--- config.mk ---
export PLATFORM = sky130hd
export DESIGN_NAME = rename_stage_flat
export DESIGN_NICKNAME = d
export VERILOG_FILES = /design/src/rtl/rename_stage_pkg.sv /design/src/rtl/rename_stage_if.sv /design/src/rtl/rename_free_alloc.sv /design/src/rtl/rename_stage.sv /design/src/flat_wrapper.sv
export SDC_FILE = /design/constraint.sdc
export NUM_CORES = 1
export LEC_CHECK = 0
export CAP_MARGIN = 0
export CORE_UTILIZATION = 40
export CTS_CLUSTER_DIAMETER = 30
export DETAILED_ROUTE_END_ITERATION = 8
export PLACE_DENSITY = 0.59
export SLEW_MARGIN = 5
export SYNTH_ARGS = -nofsm -noshare
export SYNTH_HDL_FRONTEND = slang
export SYNTH_SLANG_ARGS = --single-unit
--- constraint.sdc ---
create_clock -name clk -period 7.9 [get_ports clk]
set_clock_uncertainty 0.2 [all_clocks]
set_input_delay 0.79 -clock clk [delete_from_list [all_inputs] [get_ports clk]]
set_output_delay 0.79 -clock clk [all_outputs]
set_load 0.03 [all_outputs]
--- src/rtl/rename_stage_pkg.sv ---
// Shared constants and types for the rename stage.
//   PR_ADDR_W : physical register index width (N_PHYS = 1 << PR_ADDR_W)
//   ARCH_W    : architectural register field width
//   HARD_REGS : arch/phys registers 0 and 1 are hardwired and never renamed
//   N_ARCH    : architectural registers including the hardwired pair
//   N_SRC     : source slots per microop
//   N_DST     : destination slots per microop
package rename_stage_pkg;

    localparam int PR_ADDR_W = 5;
    localparam int N_PHYS    = 1 << PR_ADDR_W;
    localparam int ARCH_W    = 4;
    localparam int HARD_REGS = 2;
    localparam int N_ARCH    = 12;
    localparam int N_SRC     = 4;
    localparam int N_DST     = 2;

    typedef logic [PR_ADDR_W-1:0] pr_t;
    typedef logic [ARCH_W-1:0]    arch_t;

    // Arch registers below HARD_REGS read as constants and carry no destination.
    function automatic logic is_renamed(arch_t a);
        return a >= arch_t'(HARD_REGS);
    endfunction

    // Hardwired physical registers never return to the free mask.
    function automatic logic is_recyclable(pr_t p);
        return p >= pr_t'(HARD_REGS);
    endfunction

endpackage

--- src/rtl/rename_stage_if.sv ---
// Bus bundle for the rename stage: decode-side input handshake, reservation
// station output handshake, writeback broadcast, retire port and flush.
//   slave  : the rename stage itself
//   master : the surrounding pipeline (decode, RS, ROB, writeback)
interface rename_stage_if;
    import rename_stage_pkg::*;

    logic                        in_valid;
    logic                        in_ready;
    logic [ARCH_W*N_SRC-1:0]     in_src_arch;
    logic [ARCH_W*N_DST-1:0]     in_dst_arch;

    logic                        out_valid;
    logic                        out_ready;
    logic [PR_ADDR_W*N_SRC-1:0]  out_src_phys;
    logic [N_SRC-1:0]            out_src_ready;
    logic [PR_ADDR_W*N_DST-1:0]  out_dst_phys;
    logic [PR_ADDR_W*N_DST-1:0]  out_dst_old;

    logic                        wb_valid;
    logic [PR_ADDR_W-1:0]        wb_phys;

    logic [N_DST-1:0]            ret_valid;
    logic [ARCH_W*N_DST-1:0]     ret_arch;
    logic [PR_ADDR_W*N_DST-1:0]  ret_phys;
    logic [PR_ADDR_W*N_DST-1:0]  ret_old;

    logic                        flush;

    modport slave (
        input  in_valid, in_src_arch, in_dst_arch, out_ready,
               wb_valid, wb_phys, ret_valid, ret_arch, ret_phys, ret_old, flush,
        output in_ready, out_valid, out_src_phys, out_src_ready, out_dst_phys, out_dst_old
    );

    modport master (
        output in_valid, in_src_arch, in_dst_arch, out_ready,
               wb_valid, wb_phys, ret_valid, ret_arch, ret_phys, ret_old, flush,
        input  in_ready, out_valid, out_src_phys, out_src_ready, out_dst_phys, out_dst_old
    );

endinterface

--- src/rtl/rename_free_alloc.sv ---
// Free-list picker: from the free mask, returns the N_DST lowest free physical
// registers (slot 0 = lowest), a valid bit per pick, and the free count.
//   free_mask : one bit per physical register, 1 = free
//   alloc_idx : picked register per allocation slot
//   alloc_vld : pick exists for that slot
//   free_cnt  : population count of free_mask
module rename_free_alloc
    import rename_stage_pkg::*;
(
    input  logic [N_PHYS-1:0]    free_mask,
    output pr_t                  alloc_idx [N_DST],
    output logic [N_DST-1:0]     alloc_vld,
    output logic [PR_ADDR_W:0]   free_cnt
);

    always_comb begin : pick_lowest
        logic [N_PHYS-1:0] remaining;
        logic              found;
        pr_t               idx;
        remaining = free_mask;
        for (int k = 0; k < N_DST; k++) begin
            found = 1'b0;
            idx   = '0;
            for (int i = 0; i < N_PHYS; i++) begin
                if (!found && remaining[i]) begin
                    found = 1'b1;
                    idx   = pr_t'(i);
                end
            end
            // Remove this pick so the next slot sees the next-lowest register.
            if (found) remaining[idx] = 1'b0;
            alloc_idx[k] = idx;
            alloc_vld[k] = found;
        end
    end

    always_comb begin : popcount
        free_cnt = '0;
        for (int i = 0; i < N_PHYS; i++) begin
            free_cnt = free_cnt + (PR_ADDR_W+1)'(free_mask[i]);
        end
    end

endmodule

--- src/rtl/rename_stage.sv ---
// Registered rename stage between decode and the reservation stations.
// Maps source arch regs through the speculative map, allocates fresh physical
// registers for destinations, tracks per-register done bits, returns retired
// registers to the free mask and rebuilds speculative state from the
// committed map on flush.
//   clk, rst : clock, asynchronous active-high reset
//   bus      : rename_stage_if.slave (input/output handshakes, wb, retire, flush)
module rename_stage
    import rename_stage_pkg::*;
(
    input  logic           clk,
    input  logic           rst,
    rename_stage_if.slave  bus
);

    localparam int CNT_W = PR_ADDR_W + 1;

    pr_t               spec_map   [N_ARCH];
    pr_t               commit_map [N_ARCH];
    logic [N_PHYS-1:0] done;
    logic [N_PHYS-1:0] free_mask;

    pr_t               alloc_idx [N_DST];
    logic [N_DST-1:0]  alloc_vld;
    logic [CNT_W-1:0]  free_cnt;

    pr_t               map_work [N_ARCH];
    pr_t               src_phys [N_SRC];
    logic [N_SRC-1:0]  src_rdy;
    pr_t               dst_new  [N_DST];
    pr_t               dst_old  [N_DST];
    logic [N_PHYS-1:0] alloc_bits;
    logic [CNT_W-1:0]  needed;
    logic              in_ready;
    logic              accept;

    pr_t               commit_nxt [N_ARCH];
    logic [N_PHYS-1:0] free_ret;
    logic [N_PHYS-1:0] flush_free;
    logic [N_PHYS-1:0] done_nxt;

    logic                       vld_p1;
    logic [PR_ADDR_W*N_SRC-1:0] src_phys_p1;
    logic [N_SRC-1:0]           src_rdy_p1;
    logic [PR_ADDR_W*N_DST-1:0] dst_phys_p1;
    logic [PR_ADDR_W*N_DST-1:0] dst_old_p1;

    rename_free_alloc u_free_alloc (
        .free_mask (free_mask),
        .alloc_idx (alloc_idx),
        .alloc_vld (alloc_vld),
        .free_cnt  (free_cnt)
    );

    always_comb begin : rename_comb
        arch_t a;
        pr_t   p;
        int    rank;
        logic  short_pick;
        map_work   = spec_map;
        needed     = '0;
        alloc_bits = '0;
        rank       = 0;
        short_pick = 1'b0;
        // Sources see the map before this microop's own destinations land.
        for (int i = 0; i < N_SRC; i++) begin
            a           = bus.in_src_arch[i*ARCH_W +: ARCH_W];
            p           = is_renamed(a) ? spec_map[a] : pr_t'(a);
            src_phys[i] = p;
            src_rdy[i]  = done[p] | (bus.wb_valid & (bus.wb_phys == p));
        end
        // Destinations take picks in slot order; a repeated arch reg sees the
        // earlier slot's new register as its old mapping.
        for (int k = 0; k < N_DST; k++) begin
            a          = bus.in_dst_arch[k*ARCH_W +: ARCH_W];
            dst_new[k] = '0;
            dst_old[k] = '0;
            if (is_renamed(a)) begin
                for (int j = 0; j < N_DST; j++) begin
                    if (rank == j) begin
                        dst_new[k] = alloc_idx[j];
                        short_pick = short_pick | !alloc_vld[j];
                    end
                end
                rank                   = rank + 1;
                needed                 = needed + CNT_W'(1);
                dst_old[k]             = map_work[a];
                map_work[a]            = dst_new[k];
                alloc_bits[dst_new[k]] = 1'b1;
            end
        end
        in_ready = !rst && (!vld_p1 || bus.out_ready) && (free_cnt >= needed)
                   && !short_pick && !bus.flush;
        accept   = bus.in_valid && in_ready;
    end

    always_comb begin : retire_comb
        arch_t ra;
        pr_t   rp;
        pr_t   ro;
        commit_nxt = commit_map;
        free_ret   = free_mask;
        // Slot 1 applies after slot 0 so it wins on a shared arch reg.
        for (int k = 0; k < N_DST; k++) begin
            ra = bus.ret_arch[k*ARCH_W +: ARCH_W];
            rp = bus.ret_phys[k*PR_ADDR_W +: PR_ADDR_W];
            ro = bus.ret_old[k*PR_ADDR_W +: PR_ADDR_W];
            if (bus.ret_valid[k]) begin
                commit_nxt[ra] = rp;
                if (is_recyclable(ro)) free_ret[ro] = 1'b1;
            end
        end
        for (int i = 0; i < N_PHYS; i++) begin
            flush_free[i] = (i >= HARD_REGS);
        end
        for (int i = 0; i < N_ARCH; i++) begin
            flush_free[commit_nxt[i]] = 1'b0;
        end
        // Allocation clears done after writeback sets it: a same-cycle
        // writeback to a just-allocated register belongs to a stale producer.
        done_nxt = done;
        if (bus.wb_valid) done_nxt[bus.wb_phys] = 1'b1;
        if (accept) done_nxt = done_nxt & ~alloc_bits;
    end

    always_ff @(posedge clk or posedge rst) begin
        if (rst) begin
            for (int i = 0; i < N_ARCH; i++) begin
                spec_map[i]   <= pr_t'(i);
                commit_map[i] <= pr_t'(i);
            end
            for (int i = 0; i < N_PHYS; i++) begin
                free_mask[i] <= (i >= N_ARCH);
            end
            done        <= '1;
            vld_p1      <= 1'b0;
            src_phys_p1 <= '0;
            src_rdy_p1  <= '0;
            dst_phys_p1 <= '0;
            dst_old_p1  <= '0;
        end else begin
            commit_map <= commit_nxt;
            if (bus.flush) begin
                spec_map  <= commit_nxt;
                free_mask <= flush_free;
                done      <= '1;
                vld_p1    <= 1'b0;
            end else begin
                done      <= done_nxt;
                free_mask <= accept ? (free_ret & ~alloc_bits) : free_ret;
                if (accept) spec_map <= map_work;

                // ---- stage boundary: rename -> output register (p1) ----
                if (accept) begin
                    vld_p1     <= 1'b1;
                    src_rdy_p1 <= src_rdy;
                    for (int i = 0; i < N_SRC; i++) begin
                        src_phys_p1[i*PR_ADDR_W +: PR_ADDR_W] <= src_phys[i];
                    end
                    for (int k = 0; k < N_DST; k++) begin
                        dst_phys_p1[k*PR_ADDR_W +: PR_ADDR_W] <= dst_new[k];
                        dst_old_p1[k*PR_ADDR_W +: PR_ADDR_W]  <= dst_old[k];
                    end
                end else if (vld_p1 && bus.out_ready) begin
                    vld_p1 <= 1'b0;
                end else if (vld_p1 && bus.wb_valid) begin
                    // Held microop keeps snooping writebacks while stalled.
                    for (int i = 0; i < N_SRC; i++) begin
                        if (src_phys_p1[i*PR_ADDR_W +: PR_ADDR_W] == bus.wb_phys) begin
                            src_rdy_p1[i] <= 1'b1;
                        end
                    end
                end
            end
        end
    end

    assign bus.in_ready      = in_ready;
    assign bus.out_valid     = vld_p1;
    assign bus.out_src_phys  = src_phys_p1;
    assign bus.out_src_ready = src_rdy_p1;
    assign bus.out_dst_phys  = dst_phys_p1;
    assign bus.out_dst_old   = dst_old_p1;

endmodule
--- src/flat_wrapper.sv ---
// flat-port wrapper written by rule: the top's interface ports become plain ports
module rename_stage_flat import rename_stage_pkg::*;
  (clk, rst, bus_in_valid, bus_in_src_arch, bus_in_dst_arch, bus_out_ready, bus_wb_valid, bus_wb_phys, bus_ret_valid, bus_ret_arch, bus_ret_phys, bus_ret_old, bus_flush, bus_in_ready, bus_out_valid, bus_out_src_phys, bus_out_src_ready, bus_out_dst_phys, bus_out_dst_old);
  rename_stage_if bus_i ();
  input  logic clk;
  input  logic rst;
  input wire logic [$bits(bus_i.in_valid)-1:0] bus_in_valid;
  input wire logic [$bits(bus_i.in_src_arch)-1:0] bus_in_src_arch;
  input wire logic [$bits(bus_i.in_dst_arch)-1:0] bus_in_dst_arch;
  input wire logic [$bits(bus_i.out_ready)-1:0] bus_out_ready;
  input wire logic [$bits(bus_i.wb_valid)-1:0] bus_wb_valid;
  input wire logic [$bits(bus_i.wb_phys)-1:0] bus_wb_phys;
  input wire logic [$bits(bus_i.ret_valid)-1:0] bus_ret_valid;
  input wire logic [$bits(bus_i.ret_arch)-1:0] bus_ret_arch;
  input wire logic [$bits(bus_i.ret_phys)-1:0] bus_ret_phys;
  input wire logic [$bits(bus_i.ret_old)-1:0] bus_ret_old;
  input wire logic [$bits(bus_i.flush)-1:0] bus_flush;
  output wire logic [$bits(bus_i.in_ready)-1:0] bus_in_ready;
  output wire logic [$bits(bus_i.out_valid)-1:0] bus_out_valid;
  output wire logic [$bits(bus_i.out_src_phys)-1:0] bus_out_src_phys;
  output wire logic [$bits(bus_i.out_src_ready)-1:0] bus_out_src_ready;
  output wire logic [$bits(bus_i.out_dst_phys)-1:0] bus_out_dst_phys;
  output wire logic [$bits(bus_i.out_dst_old)-1:0] bus_out_dst_old;
  assign bus_i.in_valid = bus_in_valid;
  assign bus_i.in_src_arch = bus_in_src_arch;
  assign bus_i.in_dst_arch = bus_in_dst_arch;
  assign bus_i.out_ready = bus_out_ready;
  assign bus_i.wb_valid = bus_wb_valid;
  assign bus_i.wb_phys = bus_wb_phys;
  assign bus_i.ret_valid = bus_ret_valid;
  assign bus_i.ret_arch = bus_ret_arch;
  assign bus_i.ret_phys = bus_ret_phys;
  assign bus_i.ret_old = bus_ret_old;
  assign bus_i.flush = bus_flush;
  assign bus_in_ready = bus_i.in_ready;
  assign bus_out_valid = bus_i.out_valid;
  assign bus_out_src_phys = bus_i.out_src_phys;
  assign bus_out_src_ready = bus_i.out_src_ready;
  assign bus_out_dst_phys = bus_i.out_dst_phys;
  assign bus_out_dst_old = bus_i.out_dst_old;
  rename_stage u_core (.clk(clk), .rst(rst), .bus(bus_i));
endmodule
==> flow_summary_export.csv, run 1 <==
group,metric,value,unit
clocking,insertion_delay,0.63,ns
synthesis,async_reset_ff_frac,1.000,
sta,worst_pin_slew,1.417,ns
power_and_ir_drop,vdd_drop_max,2749,uV
synthesis,ys_warn_count,0,
floorplanning,die-width,237.6,um
synthesis,synth.avg_cell_area,8.025,um2
synthesis,ys_ff_latch,219,
global_route,grtUsageMet1,0.5480,
synthesis,synth_top_area_share,0.1443,
worst_setup_path,worst-path-buf-inv,6,
route,drt-initial-drc-count,3778,
power_and_ir_drop,switching_share,0.5068,
clocking,cts_buffers,67,
sta,clock.fmax,130.1,MHz
power_and_ir_drop,p_switching,0.006977,W
global_route,grt_pass1_vias,24310,
route,post_drt_wl_per_cell,33.14,um
floorplanning,io_pins,111,
route,vias,25620,
outcome,status,"finished clean",
global_route,grt_max_degree,136,
global_route,globalRouteOverflowTotal,0,
cells_and_area,drive_gt1_frac,0.1770,
floorplanning,die_area,0.05646,mm2
global_route,met2_usage,0.6267,
cells_and_area,area_growth,21.24,%
sta,relSlewSlack,0.04927,
route,drc_errors,0,
power_and_ir_drop,p_clk_frac,0.200,
power_and_ir_drop,p_leak,10.00,nW
worst_setup_path,cpPeakStageDelay,0.56,ns
worst_setup_path,critPathArrivalTime,6.69,ns
power_and_ir_drop,power_density,511.4,mW/mm2
hold_path,whs_endpoint,"u_core.bus.out_dst_phys[8]",
worst_setup_path,rrSetupSlack,0.60,ns
placed_design,placed_area,0.02451,mm2
placed_design,hpwl,91280,um
route,ant_nets,0,
clocking,postCtsHoldBufs,0,
clocking,cts_sinks,219,
cells_and_area,fin_area,0.02692,mm2
sta,hold_viol_final,0,
floorplanning,fp-row-count,85,
clocking,cts_tree,"built",
route,first_pass_iters,6,
synthesis,yosysMostFrequentCell,"nand2_1",
sta,maxSlewViolCount,0,
worst_setup_path,critical_path_class,"reg2out",
synthesis,ys_top_cells_by_area,"dfrtp_1, dfstp_2, mux2i_1",
power_and_ir_drop,p_comb_frac,0.630,
worst_setup_path,crit_top_cell,"fa_1",
worst_setup_path,end_kind,"primary output",
worst_setup_path,reg2reg_depth,14,
sta,timing.final.crit_period,7.685,ns
clocking,clkTransAtPathRegs,0.04,ns
placed_design,place.gp.congestion,1.061,
synthesis,seq_area_frac_synth,0.2519,
clocking,cts_root_buffer,"clkbuf_16",
sta,post-route-period-util,0.9727,
hold_path,hp-start,"u_core.bus.out_dst_phys[8]",
global_route,met3_usage,0.1114,
floorplanning,start_util,0.4086,
cells_and_area,nets,2964,
route,routed_wl,121100,um
synthesis,syn_area,0.02220,mm2
sta,rsz0062_at_grt,"false",
clocking,htreeDepth,3,
clocking,cts_buffer_depth,3,
worst_setup_path,path_max_fanout,2,
job,max_cap_viol_count,0,
floorplanning,core,0.05435,mm2
sta,finalSetupViolations,0,
worst_setup_path,critPathTopFamily,"adder cells",
power_and_ir_drop,seqPwrFrac,0.170,
synthesis,ys_types,85,
synthesis,synthCells,2767,
global_route,busiest_layer,"met2",
synthesis,syn_nets,2868,
floorplanning,dieHeight,237.6,um
sta,final.setup.tns,0,ns
synthesis,yosys.area.top_type,"dfrtp_1",
worst_setup_path,crit_path_top_delay_cell,"dfstp_2",
worst_setup_path,cp_data_required_time,6.91,ns
hold_path,hold_path_class,"reg2reg",
synthesis,synth_edf_count,0,
worst_setup_path,cp-start-kind,"flop",
power_and_ir_drop,p_int,0.006790,W
worst_setup_path,r2r_start,"u_core.free_mask[0]",
synthesis,synthTopCellsByCount,"nand2_1, nor2_1, clkbuf_1",
global_route,grt_usage,0.4222,
worst_setup_path,rr_endpoint,"u_core.free_mask[4]",
worst_setup_path,path_cells,"inv_1 -> fa_1 -> fa_1 -> inv_1 -> fa_1 -> inv_1 -> fa_1 -> fa_1 -> fa_1 -> inv_1 -> ha_1 -> fa_1 -> ha_1 -> or4_4 -> a2111oi_4 -> a2111oi_4 -> nand2_1 -> buf_4 -> nor2b_1 -> buf_4",
route,avgViaCountPerCell,7.010,
synthesis,synthFlopType,"dfrtp_1",
global_route,grt_pass1_wl,173900,um
hold_path,hold_depth,2,
global_route,grt_antenna_before_repair,3,
placed_design,portBuffers,110,
repair_timing:
item / 4_1_cts / 5_1_grt
resized for setup: 7 / 3
endpoints found under the hold margin: 0 / 0
endpoints found under the setup margin: 67 / 1
gates cloned: 0 / 0
setup buffers: 2 / 1
pin swaps: 2 / 4
per-layer routing:
metal  vias up  wire length (um)
met5         -                23
met4         4              8483
met3       462             13750
met2      1830             51590
met1     12540             47300
li1      10790                 -
stage by stage:
stage	worst slack (ns)	std cells	power, W	utilization	hold slack (ns)
after floorplan	1.068	2767	0.006843	-	0.2658
after global placement	-0.006385	3531	0.009355	0.4511	0.2675
after detailed placement	-0.1789	3531	0.009538	0.4511	0.2647
after CTS	0.02082	3654	0.01345	0.4949	0.2754
after global routing	0.04023	3654	0.01462	0.4953	0.3034
final	0.2155	3655	0.01377	0.4954	0.2756
cell type report:
cell class,instances,area (um2)
flip-flops and latches,219,5597
clock inverters,32,479.2
diodes,1,2.502
multi-input cells,2272,15690
clock buffers,89,1859
fillers,5232,27430
well taps,739,924.6
repair buffers,231,2092
inverters,72,277.8
power by group through the flow:
stage | clock network (W) | registers [W] | logic, W
after floorplan | 0 | 0.00201 | 0.00483
after global placement | 0 | 0.00227 | 0.00709
after detailed placement | 0 | 0.00229 | 0.00725
after CTS | 0.00277 | 0.00228 | 0.00841
after global routing | 0.00283 | 0.00236 | 0.00943
final | 0.00276 | 0.00234 | 0.00867
flip-flops by register name (all words and copies together) (netlist names):
name,flops
u_core.commit_map,60
u_core.spec_map,50
u_core.done,32
u_core.free_mask,32
u_core.bus.out_src_phys,20
u_core.bus.out_dst_old,10
u_core.bus.out_dst_phys,10
u_core.bus.out_src_ready,4
u_core.bus.out_valid,1
worst register-to-register path: stages, from the launching register on:
cell	delay (ns)
dfrtp_1	0.48
buf_4	0.22
inv_1	0.28
ha_1	0.61
nor3b_1	0.71
buf_4	0.32
nand4_2	0.27
a2111oi_0	0.56
nor3_1	0.25
or3b_1	0.60
o221ai_1	0.62
o2111a_1	0.54
nand2_1	0.33
nor4_1	0.90
o21ai_0	0.22
cells in the final DEF (no fill, tap or decap), types with 60 or more instances in the layout:
master	n
clkbuf_16	67
dfstp_2	91
nand2_1	269
clkdlybuf4s50_1	108
dfrtp_1	126
nor3_1	89
nand3_1	102
a21oi_1	155
o22ai_1	67
mux2i_1	147
a22oi_1	60
o21ai_0	161
buf_4	116
nor2_1	261
inv_1	68
how the worst max path moves through the flow:
stage | startpoint | end | slack (ns) | depth (start not counted)
CTS | u_core.free_mask[23] | bus_in_ready | 0.02 | 21
global placement | u_core.free_mask[23] | u_core.spec_map[39] | -0.006 | 25
global route | u_core.free_mask[27] | bus_in_ready | 0.04 | 20
finish | u_core.free_mask[27] | bus_in_ready | 0.22 | 20
floorplan | rst | u_core.bus.out_dst_old[0] | 1.07 | 1
detailed placement | u_core.free_mask[23] | u_core.spec_map[39] | -0.18 | 25
cells by family (layout without fill, tap and decap cells):
family	count (synthesis)	count (layout)	share of synthesized area
buffers and inverters	276	424	0.04880
AOI/OAI and AO/OA	874	874	0.2688
xor gates and xnor gates	44	44	0.01736
muxes	249	249	0.1444
other	0	1	0
and+or+nand+nor	1064	1064	0.2381
DFF	219	219	0.2519
adders and majority gates	41	41	0.03065
Power figures use the tool's default switching activity.
==> run 2, diff against run 1 <==
Settings changed: CELL_PAD_IN_SITES_DETAIL_PLACEMENT set to 1, CELL_PAD_IN_SITES_GLOBAL_PLACEMENT set to 1, CORE_ASPECT_RATIO set to 1.5, PLACE_DENSITY 0.59 to 0.74.
==> flow_summary_export.csv, run 2 (same netlist as run 1, synthesis figures left out) <==
group,metric,value,unit
outcome,status,"finished with violations",
outcome,failed_checks,"capacitance limit, slew limit",
worst_setup_path,cp_data_required_time,6.91,ns
worst_setup_path,rrSetupSlack,0.35,ns
worst_setup_path,crit_path_top_delay_cell,"dfstp_2",
route,drc_errors,0,
placed_design,dp.cells,3492,
cells_and_area,final_common_cell,"nand2_1",
cells_and_area,largest_registers,"u_core.commit_map x60, u_core.spec_map x50",
power_and_ir_drop,p_leak,9.686,nW
floorplanning,dieHeight,290.6,um
worst_setup_path,cp-start-kind,"flop",
global_route,grt_max_degree,125,
sta,maxSlewViolCount,3,
clocking,cts_root_buffer,"clkbuf_16",
sta,hold_slack,0.2844,ns
route,avgViaCountPerCell,7.295,
worst_setup_path,critical_path_class,"reg2out",
sta,relSlewSlack,-0.03354,
placed_design,hpwl,100300,um
worst_setup_path,crit_top_cell,"fa_1",
sta,fin_ws,0.2917,ns
cells_and_area,drive_gt1_frac,0.1680,
clocking,cts_tree,"built",
power_and_ir_drop,power_density,469.4,mW/mm2
route,drt-initial-drc-count,2660,
cells_and_area,instances_no_fill,3591,
worst_setup_path,critPathTopFamily,"adder cells",
global_route,grt_pass1_wl,190700,um
floorplanning,die-width,194.4,um
clocking,insertion_delay,0.67,ns
worst_setup_path,crit_cells,19,
worst_setup_path,path_max_fanout,6,
worst_setup_path,critPathArrivalTime,6.62,ns
route,post_drt_wl_per_cell,36.86,um
sta,final.setup.tns,0,ns
global_route,grt_antenna_before_repair,10,
cells_and_area,multi_input_area,0.01563,mm2
floorplanning,core,0.05478,mm2
hold_path,hold_depth,2,
cells_and_area,fillerInstances,6562,
route,ant_nets,0,
sta,rsz0062_at_grt,"false",
job,max_cap_viol_count,1,
cells_and_area,seqCellArea,0.005594,mm2
clocking,clkTransAtPathRegs,0.06,ns
hold_path,hold_path_class,"reg2reg",
floorplanning,start_util,0.4053,
route,vias,26200,
route,first_pass_iters,6,
cells_and_area,nets,2951,
worst_setup_path,cpPeakStageDelay,0.57,ns
placed_design,place_ws,0.3371,ns
power_and_ir_drop,power,0.01227,W
global_route,grt_usage,0.4618,
floorplanning,io_pins,111,
clocking,cts_buffer_depth,3,
worst_setup_path,worst-path-buf-inv,5,
cells_and_area,largest_reg_flops,60,
cells_and_area,final_cell_mix,"nand2_1, nor2_1, o21ai_0",
floorplanning,die_area,0.05648,mm2
power_and_ir_drop,vdd_drop_max,2119,uV
sta,post-route-period-util,0.9631,
global_route,globalRouteOverflowTotal,0,
floorplanning,fp-row-count,105,
worst_setup_path,reg2reg_depth,23,
sta,worst_pin_slew,1.547,ns
cells_and_area,area_growth,17.69,%
clocking,htreeDepth,2,
sta,timing.final.crit_period,7.608,ns
clocking,cts_sinks,219,
sta,hold_viol_final,0,
cells_and_area,top_register,"u_core.commit_map",
placed_design,portBuffers,110,
sta,clock.fmax,131.4,MHz
clocking,cts_buffers,50,
placed_design,place.gp.congestion,1.069,
worst_setup_path,path_cells,"inv_1 -> fa_1 -> fa_1 -> inv_1 -> fa_1 -> inv_1 -> fa_1 -> fa_1 -> fa_1 -> inv_1 -> ha_1 -> fa_1 -> ha_1 -> or4_1 -> a2111oi_1 -> a2111oi_0 -> nand2_1 -> nor2b_1 -> clkbuf_2",
sta,finalSetupViolations,0,
global_route,grt_pass1_vias,26910,
route,routed_wl,132400,um
worst_setup_path,end_kind,"primary output",
## run 2: cell count changes in the layout (fill, tap and decap cells not counted), sizes merged
cell / previous run / this run
bufinv: 6 / 1
inv: 72 / 83
clkinvlp: 8 / 5
clkinv: 18 / 16
buf: 123 / 126
diode: 1 / 4
clkbuf: 89 / 62
## run 2: per-layer routing
layer / global-route usage / part of all wire / vias to the layer above / wire length [um]
met5: 0 / 0.00058 / - / 77
met4: 0.4334 / 0.11 / 12 / 15140
met3: 0.1060 / 0.088 / 701 / 11630
met2: 0.7530 / 0.46 / 1746 / 61180
met1: 0.4935 / 0.33 / 13010 / 44330
li1: - / - / 10730 / -
## run 2: repair_timing
item	in CTS	in global routing
pin swaps	0	0
setup buffers	0	1
hold buffers	0	0
gates resized for setup	1	3
setup endpoints to repair	1	1
## run 2: tightest hold or removal path, delay by kind of cell (launching register included)
family	cells	cell delay [ns]
AOI/OAI and AO/OA	1	0.06
and+or+nand+nor	1	0.05
DFF	1	0.34
## run 2: cell type report
cell class / instances / area share
Sequential cell: 219 / 0.2141
Inverter: 72 / 0.01063
Timing Repair Buffer: 235 / 0.07823
Antenna cell: 4 / 0.0003830
Tap cell: 695 / 0.03328
Clock inverter: 33 / 0.01518
Clock buffer: 61 / 0.05023
Multi-Input combinational cell: 2272 / 0.5980
## run 2: where the power goes
| part | leakage (nW) | switching, W | total (W) | internal, W |
|---|---|---|---|---|
| Combinational | 6.34 | 0.00496 | 0.00784 | 0.00288 |
| Clock | 0.816 | 0.000855 | 0.00212 | 0.00127 |
| Sequential | 2.53 | 0.000714 | 0.00231 | 0.00159 |
## run 2: worst paths after layout
path                                                 from                          to
worst max-delay path                 u_core.free_mask[25]                bus_in_ready
min in group asynchronous                             rst         u_core.spec_map[25]
worst max register to register       u_core.free_mask[25]         u_core.spec_map[45]
worst min register to register  u_core.bus.out_dst_old[3]   u_core.bus.out_dst_old[3]
max in group asynchronous                             rst  u_core.bus.out_dst_phys[5]
worst min-delay path            u_core.bus.out_dst_old[3]   u_core.bus.out_dst_old[3]
## run 2: through the flow
stage,utilization,instance area [um2]
2_1_floorplan,-,22200
3_3_place_gp,0.4456,24410
3_5_place_dp,0.4456,24410
4_1_cts,0.4767,26120
5_1_grt,0.4769,26130
6_report,0.4770,26130
